## src/rtl/rom_loader.sv

```systemverilog
// Boot-time copy engine: streams WORDS words from flash to RAM one at a time,
// then reads the trailing flash checksum word and releases the CPU on a match.
module rom_loader #(
   parameter logic [20:0] SRC_BASE = 21'h000000,
   parameter logic [23:0] DST_BASE = 24'h000000,
   parameter logic [15:0] WORDS    = 16'd1024
) (
   input  logic        clk,
   input  logic        reset_n,
   output logic        rom_en,
   output logic        rom_wr,
   output logic [1:0]  rom_size,
   output logic [20:0] rom_addr,
   input  logic [31:0] rom_data,
   input  logic        rom_wt,
   output logic        ram_en,
   output logic        ram_wr,
   output logic [1:0]  ram_size,
   output logic [23:0] ram_addr,
   output logic [31:0] ram_data_out,
   input  logic        ram_wt,
   output logic        done,
   output logic        error,
   output logic        cpu_reset_n
);

   typedef enum logic [2:0] {S_IDLE, S_READ, S_WRITE, S_CHECK, S_DONE} state_t;

   state_t      state_q, state_d;
   logic        rom_en_q, rom_en_d;
   logic [20:0] rom_addr_q, rom_addr_d;
   logic        ram_en_q, ram_en_d;
   logic [23:0] ram_addr_q, ram_addr_d;
   logic [31:0] data_q, data_d;
   logic [31:0] sum_q, sum_d;
   logic [15:0] cnt_q, cnt_d;
   logic        bad_q, bad_d;
   logic        done_q, done_d;
   logic        error_q, error_d;
   logic        cpu_q, cpu_d;

   always_ff @(posedge clk or negedge reset_n) begin
      if (!reset_n) begin
         state_q    <= S_IDLE;
         rom_en_q   <= 1'b0;
         rom_addr_q <= '0;
         ram_en_q   <= 1'b0;
         ram_addr_q <= '0;
         data_q     <= '0;
         sum_q      <= '0;
         cnt_q      <= '0;
         bad_q      <= 1'b0;
         done_q     <= 1'b0;
         error_q    <= 1'b0;
         cpu_q      <= 1'b0;
      end else begin
         state_q    <= state_d;
         rom_en_q   <= rom_en_d;
         rom_addr_q <= rom_addr_d;
         ram_en_q   <= ram_en_d;
         ram_addr_q <= ram_addr_d;
         data_q     <= data_d;
         sum_q      <= sum_d;
         cnt_q      <= cnt_d;
         bad_q      <= bad_d;
         done_q     <= done_d;
         error_q    <= error_d;
         cpu_q      <= cpu_d;
      end
   end

   always_comb begin
      state_d    = state_q;
      rom_en_d   = rom_en_q;
      rom_addr_d = rom_addr_q;
      ram_en_d   = ram_en_q;
      ram_addr_d = ram_addr_q;
      data_d     = data_q;
      sum_d      = sum_q;
      cnt_d      = cnt_q;
      bad_d      = bad_q;
      done_d     = done_q;
      error_d    = error_q;
      cpu_d      = cpu_q;
      case (state_q)
         S_IDLE: state_d = (WORDS != 16'd0) ? S_READ : S_CHECK;
         // CHECK reuses the read path: with cnt_q == WORDS the address lands on the checksum word.
         S_READ, S_CHECK: begin
            if (!rom_en_q) begin
               rom_en_d   = 1'b1;
               rom_addr_d = SRC_BASE + 21'({cnt_q, 2'b00});
            end else if (!rom_wt) begin
               rom_en_d = 1'b0;
               if (state_q == S_READ) begin
                  data_d  = rom_data;
                  sum_d   = sum_q + rom_data;
                  state_d = S_WRITE;
               end else begin
                  bad_d   = (rom_data != sum_q);
                  state_d = S_DONE;
               end
            end
         end
         S_WRITE: begin
            if (!ram_en_q) begin
               ram_en_d   = 1'b1;
               ram_addr_d = DST_BASE + 24'({cnt_q, 2'b00});
            end else if (!ram_wt) begin
               ram_en_d = 1'b0;
               cnt_d    = cnt_q + 16'd1;
               state_d  = (cnt_q + 16'd1 == WORDS) ? S_CHECK : S_READ;
            end
         end
         S_DONE: begin
            done_d  = 1'b1;
            error_d = bad_q;
            cpu_d   = !bad_q;
         end
         default: state_d = S_IDLE;
      endcase
   end

   assign rom_en       = rom_en_q;
   assign rom_wr       = 1'b0;
   assign rom_size     = 2'b10;
   assign rom_addr     = rom_addr_q;
   assign ram_en       = ram_en_q;
   assign ram_wr       = ram_en_q;
   assign ram_size     = 2'b10;
   assign ram_addr     = ram_addr_q;
   assign ram_data_out = data_q;
   assign done         = done_q;
   assign error        = error_q;
   assign cpu_reset_n  = cpu_q;

endmodule

```

## config.mk

```make
export PLATFORM = sky130hd
export DESIGN_NAME = rom_loader
export DESIGN_NICKNAME = d
export VERILOG_FILES = /design/src/rtl/rom_loader.sv
export SDC_FILE = /design/constraint.sdc
export NUM_CORES = 1
export LEC_CHECK = 0
export CAP_MARGIN = 20
export CORE_MARGIN = 1
export CORE_UTILIZATION = 48
export DETAILED_ROUTE_END_ITERATION = 12
export PLACE_DENSITY = 0.8
export SYNTH_ARGS = -nofsm -noshare
export SYNTH_HDL_FRONTEND = slang
export SYNTH_SLANG_ARGS = --single-unit
```

## constraint.sdc

```tcl
create_clock -name clk -period 2.4 [get_ports clk]
set_input_delay 0.48 -clock clk [delete_from_list [all_inputs] [get_ports clk]]
set_output_delay 0.48 -clock clk [all_outputs]
set_load 0.03 [all_outputs]
```

# --- Word level (Yosys, flattened, before mapping) ---
# Cells that the tools add are included.
word_totals:
  ff_bits: 121
  in_bits: 36
  output_inout_bits: 88
op_classes:
  addsub: 2
  eq_ne: 10
  muxes: 11
  bitwise_logic: 6
  reduce_logical: 9
op_table:
  columns: ["operator", "count"]
  rows:
  - ["$add A32 B32 Y32", 1]
  - ["$ne A32 B32 Y1", 1]
  - ["$add A16 B1 Y16 const B", 1]
  - ["$eq A16 B11 Y1 const B", 1]
  - ["$mux W3", 5]
  - ["$pmux W3 S4", 1]
  - ["$ne A2 B2 Y1 const B", 4]
  - ["$reduce_and A4 Y1", 2]
  - ["$eq A3 B2 Y1 const B", 2]
  - ["$not A1 Y1", 6]
  - ["$reduce_and A5 Y1", 1]
  - ["$mux W1", 4]
  - ["$reduce_and A2 Y1", 2]
  - ["$eq A3 B1 Y1 const B", 1]
  - ["$eq A3 B3 Y1 const B", 1]
  - ["$logic_not A3 Y1", 1]
  - ["$reduce_and A3 Y1", 1]
  - ["$mux W2", 1]
  - ["$reduce_or A2 Y1", 1]
  - ["$logic_not A1 Y1", 1]

# --- Longest topological paths before layout ---
logic_depth:
  depth_word: 6
  ltp_mapped: 10
  depth_no_buf: 10

# --- Worst setup path before layout ---
# No wires, ideal clock.
synth_timing:
  path_type: "input to register"
  startpoint: "in rom_data[0]"
  endpoint: "reg sum_q[18]"
  setup_ns: 0.135
  t_arrival_ns: 2.432
  path_slack_ns: -0.167
  path_stages: 10
  n_path_buf: 0
  path_cell_list: "ha_1 fa_1 a21oi_1 o21ai_1 a211o_1 a41oi_1 a21oi_1 nor2b_1 xor2_1 o21ai_0"
synth_between:
  elab_chain_len: 1
synth_rtl:
  columns: ["item", "line", "source"]
  rows:
  - ["from (decl)", "14", "input logic [31:0] rom_data,"]
  - ["$add A32 B32 Y32", "96", "sum_d = sum_q + rom_data;"]
  - ["to (signal assigned)", "63", "sum_q <= sum_d;"]
  - ["to (decl)", "35", "logic [31:0] sum_q, sum_d;"]
# No other way between the ends.
# A chain may end at the register's enable or synchronous reset.

# --- Worst setup path in the final report ---
layout_timing:
  startpoint: "reg sum_q[0]"
  endpoint: "reg sum_q[18]"
layout_between:
  elab_chain_len: 1
layout_rtl:
  columns: ["item", "line"]
  rows:
  - ["$add A32 B32 Y32", "96"]
# No other way between the ends.

==> qor.json <==
{
  "num_antenna_cells": {"value": 0},
  "unrepaired_setup_endpoints_after_global_routing": {"value": "yes"},
  "cts.htree.levels": {"value": 4},
  "flow.area_growth_from_synthesis": {"value": 45.6, "unit": "%"},
  "syn-mean-instance-area": {"value": 9.38, "unit": "µm²"},
  "fp-row-count": {"value": 42},
  "failed_checks": {"value": "negative setup slack"},
  "actual_transition_at_the_worst_max_transition_pin": {"value": 0.616, "unit": "ns"},
  "number_of_antenna_violations_at_the_first_check_in_global_routing": {"value": 0},
  "fin_area": {"value": 9720, "unit": "µm²"},
  "worstSetupEndpointType": {"value": "flip-flop"},
  "synth_cell_type_count": {"value": 55},
  "port_buffers": {"value": 105},
  "dieWidth": {"value": 120, "unit": "µm"},
  "grt_max_degree": {"value": 53},
  "placed_cell_area": {"value": 8640, "unit": "µm²"},
  "ys_ff_latch": {"value": 121},
  "grt_first_pass_wirelength": {"value": 29100, "unit": "µm"},
  "synth_edf_count": {"value": 0},
  "max_cap_violations": {"value": 0},
  "chip_height": {"value": 120, "unit": "µm"},
  "initial_utilization": {"value": 0.498},
  "first_iter_violations": {"value": 309},
  "layout.cells.non_filler": {"value": 1108},
  "timing.critical_path.cells": {"value": "ha_4 -> fa_2 -> a21oi_2 -> o21ai_2 -> a211o_1 -> buf_6 -> a41oi_4 -> a21oi_2 -> nor2b_2 -> xor2_1 -> o21ai_1"},
  "critical-path-top-delay-family": {"value": "compound AO/OA/AOI/OAI gates"},
  "finalWorstSetupSlack": {"value": -0.116, "unit": "ns"},
  "detail_route.wirelength": {"value": 18800, "unit": "µm"},
  "clk-insertion-delay-late": {"value": 0.42, "unit": "ns"},
  "critPathBufInv": {"value": 1},
  "synthesis.area": {"value": 6680, "unit": "µm²"},
  "cts-root-to-sink-buffers": {"value": 2},
  "fin_crit": {"value": 2.52, "unit": "ns"},
  "gr_usage_total": {"value": 0.261},
  "worst_hold_path_type": {"value": "primary input to asynchronous set/reset pin"},
  "finClkSkew": {"value": 0.00720, "unit": "ns"},
  "setup_viol": {"value": 9},
  "min_period_over_period": {"value": 1.05},
  "cts.hold.buffers_added": {"value": 0},
  "power.density_cell_area": {"value": 1290, "unit": "nW/µm²"},
  "clkSlewWorstSetupHoldPaths": {"value": 0.06, "unit": "ns"},
  "core": {"value": 13400, "unit": "µm²"},
  "critPathRequiredTime": {"value": 2.70, "unit": "ns"},
  "ir_drop": {"value": 838, "unit": "µV"},
  "io-pin-count": {"value": 124},
  "cellLeakagePower": {"value": 0.00466, "unit": "µW"},
  "worst_ep_arrival_time": {"value": 2.82, "unit": "ns"},
  "hpwl": {"value": 12700, "unit": "µm"},
  "layout_commonest_cell": {"value": "nand2_1"},
  "global_route.overflow_total": {"value": 0},
  "leading_cell_types_in_the_layout_fill_and_taps_excluded": {"value": "160 x nand2_1, 121 x dfrtp_1, 119 x buf_4"},
  "vias_in_the_first_global_route": {"value": 5967},
  "cts.sink_count": {"value": 121},
  "fmaxAchievable": {"value": 397, "unit": "MHz"},
  "worst-setup-path-type": {"value": "flip-flop to flip-flop"},
  "slew_headroom": {"value": 0.588},
  "wl_per_cell": {"value": 17.0, "unit": "µm"},
  "fillerInstances": {"value": 942},
  "number_of_cells_after_detailed_placement": {"value": 1066},
  "critPathMostFrequentCell": {"value": "a21oi_2"},
  "first_pass_iters": {"value": 5},
  "cts_inserted_buffers": {"value": 17},
  "crit_path_top_delay_cell": {"value": "dfrtp_1"},
  "post_route_cells_drive_above_1_share": {"value": 0.278},
  "synthFlopType": {"value": "dfrtp_1"},
  "critical_path.max_fanout": {"value": 3},
  "synth_warnings": {"value": 0},
  "antenna_left": {"value": 0},
  "maxSlewViolCount": {"value": 0},
  "vias_per_cell": {"value": 5.53},
  "hold_viol": {"value": 0},
  "final_net_count": {"value": 988},
  "seq_area_frac_synth": {"value": 0.453},
  "tns": {"value": -0.680, "unit": "ns"},
  "place_ws": {"value": -0.778, "unit": "ns"},
  "asyncSetResetFlopFracSynth": {"value": 1.00},
  "setup.worst_path.start_class": {"value": "flip-flop"},
  "tritoncts_clock_tree": {"value": "built"},
  "run_status": {"value": "finished with violations"},
  "worstSetupPathDepth": {"value": 11},
  "vias": {"value": 6129},
  "clk_root_buffer_cell": {"value": "clkbuf_16"},
  "design.die.area": {"value": 14400, "unit": "µm²"},
  "post-route-util": {"value": 0.726},
  "gp_congestion": {"value": 0.941},
  "rr_worst_depth": {"value": 11},
  "synthesis.instances": {"value": 712},
  "route.detailed.drc": {"value": 0},
  "critical-path-max-stage-delay": {"value": 0.41, "unit": "ns"}
}
repair_timing:
action	in CTS	in global routing
setup buffers	5	5
pin swaps	27	39
endpoints found under the setup margin	19	18
gates cloned	0	0
gates resized for setup	31	59
cells in the mapped netlist (18+ instances only):
cell / instances / area (µm²)
xnor2_1: 27 / 236
nand2_1: 164 / 616
xor2_1: 19 / 166
ha_1: 32 / 400
nor2_1: 34 / 128
mux2_2: 34 / 383
o21ai_0: 30 / 150
a21oi_1: 36 / 180
dfrtp_1: 121 / 3030
a21o_1: 18 / 135
buf_4: 20 / 150
clkbuf_1: 24 / 90.1
registers in the layout, summed over array words and instances, names as in the netlist:
signal and flops:
sum_q 32, cnt_q 16, ram_addr 16, ram_data_out 32, done 1, bad_q 1, cpu_reset_n 1, ram_en 1
error 1, state_q 3, rom_addr 16, rom_en 1
report_power, final:
part,switching [µW],leakage (µW),internal (µW)
Combinational,3630,0.00283,3260
Clock,970,0.000264,1410
Sequential,535,0.00156,2700
Total,5130,0.00466,7370
per-stage QoR:
| stage | power (µW) | hold WS [ns] |
|---|---|---|
| floorplan | 6720 | 0.184 |
| global placement | 9050 | 0.459 |
| detailed placement | 9230 | 0.460 |
| CTS | 11900 | 0.0463 |
| global route | 13300 | 0.0813 |
| finish | 12500 | 0.0453 |
logic make-up (layout without fill, tap and decap cells):
kind of cell,Yosys count,count (layout),share of synthesized area
AO/OA/AOI/OAI,135,135,0.131
XOR/XNOR,46,46,0.0603
adder cells (fa/ha/maj),33,33,0.0630
buffers and inverters,64,268,0.0495
flip-flops,121,121,0.453
multiplexers,36,36,0.0603
other,2,18,0.00112
AND/OR/NAND/NOR,275,275,0.181
area by class of cell:
type	count	area (µm²)	share of cell area
Sequential cell	121	3030	0.311
Multi-Input combinational cell	543	3860	0.397
Clock buffer	21	470	0.0484
Inverter	9	33.8	0.00347
Tap cell	176	220	0.0226
Timing Repair Buffer	227	2020	0.208
Clock inverter	11	90.1	0.00926
worst paths after layout:
check                                     startpoint                            to  slack, ns
worst max register to register  sum_q[0]$_DFFE_PN0P_         sum_q[18]$_DFFE_PN0P_      -0.12
worst max-delay path            sum_q[0]$_DFFE_PN0P_         sum_q[18]$_DFFE_PN0P_      -0.12
worst min-delay path                         reset_n   ram_data_out[7]$_DFFE_PN0P_       0.05
worst min register to register      done$_DFFE_PN0N_              done$_DFFE_PN0N_       0.47
min in group clk                         rom_data[9]   ram_data_out[9]$_DFFE_PN0P_       0.32
max in group asynchronous                    reset_n  ram_data_out[20]$_DFFE_PN0P_       1.59
layer usage:
layer | vias up | track usage | share of wire
li1 | 2848 | - | -
met1 | 2961 | 0.314 | 0.41
met2 | 262 | 0.453 | 0.51
met3 | 58 | 0.0551 | 0.053
met4 | 0 | 0.108 | 0.028
met5 | - | 0 | 0
(Power assumes the default switching activity.)
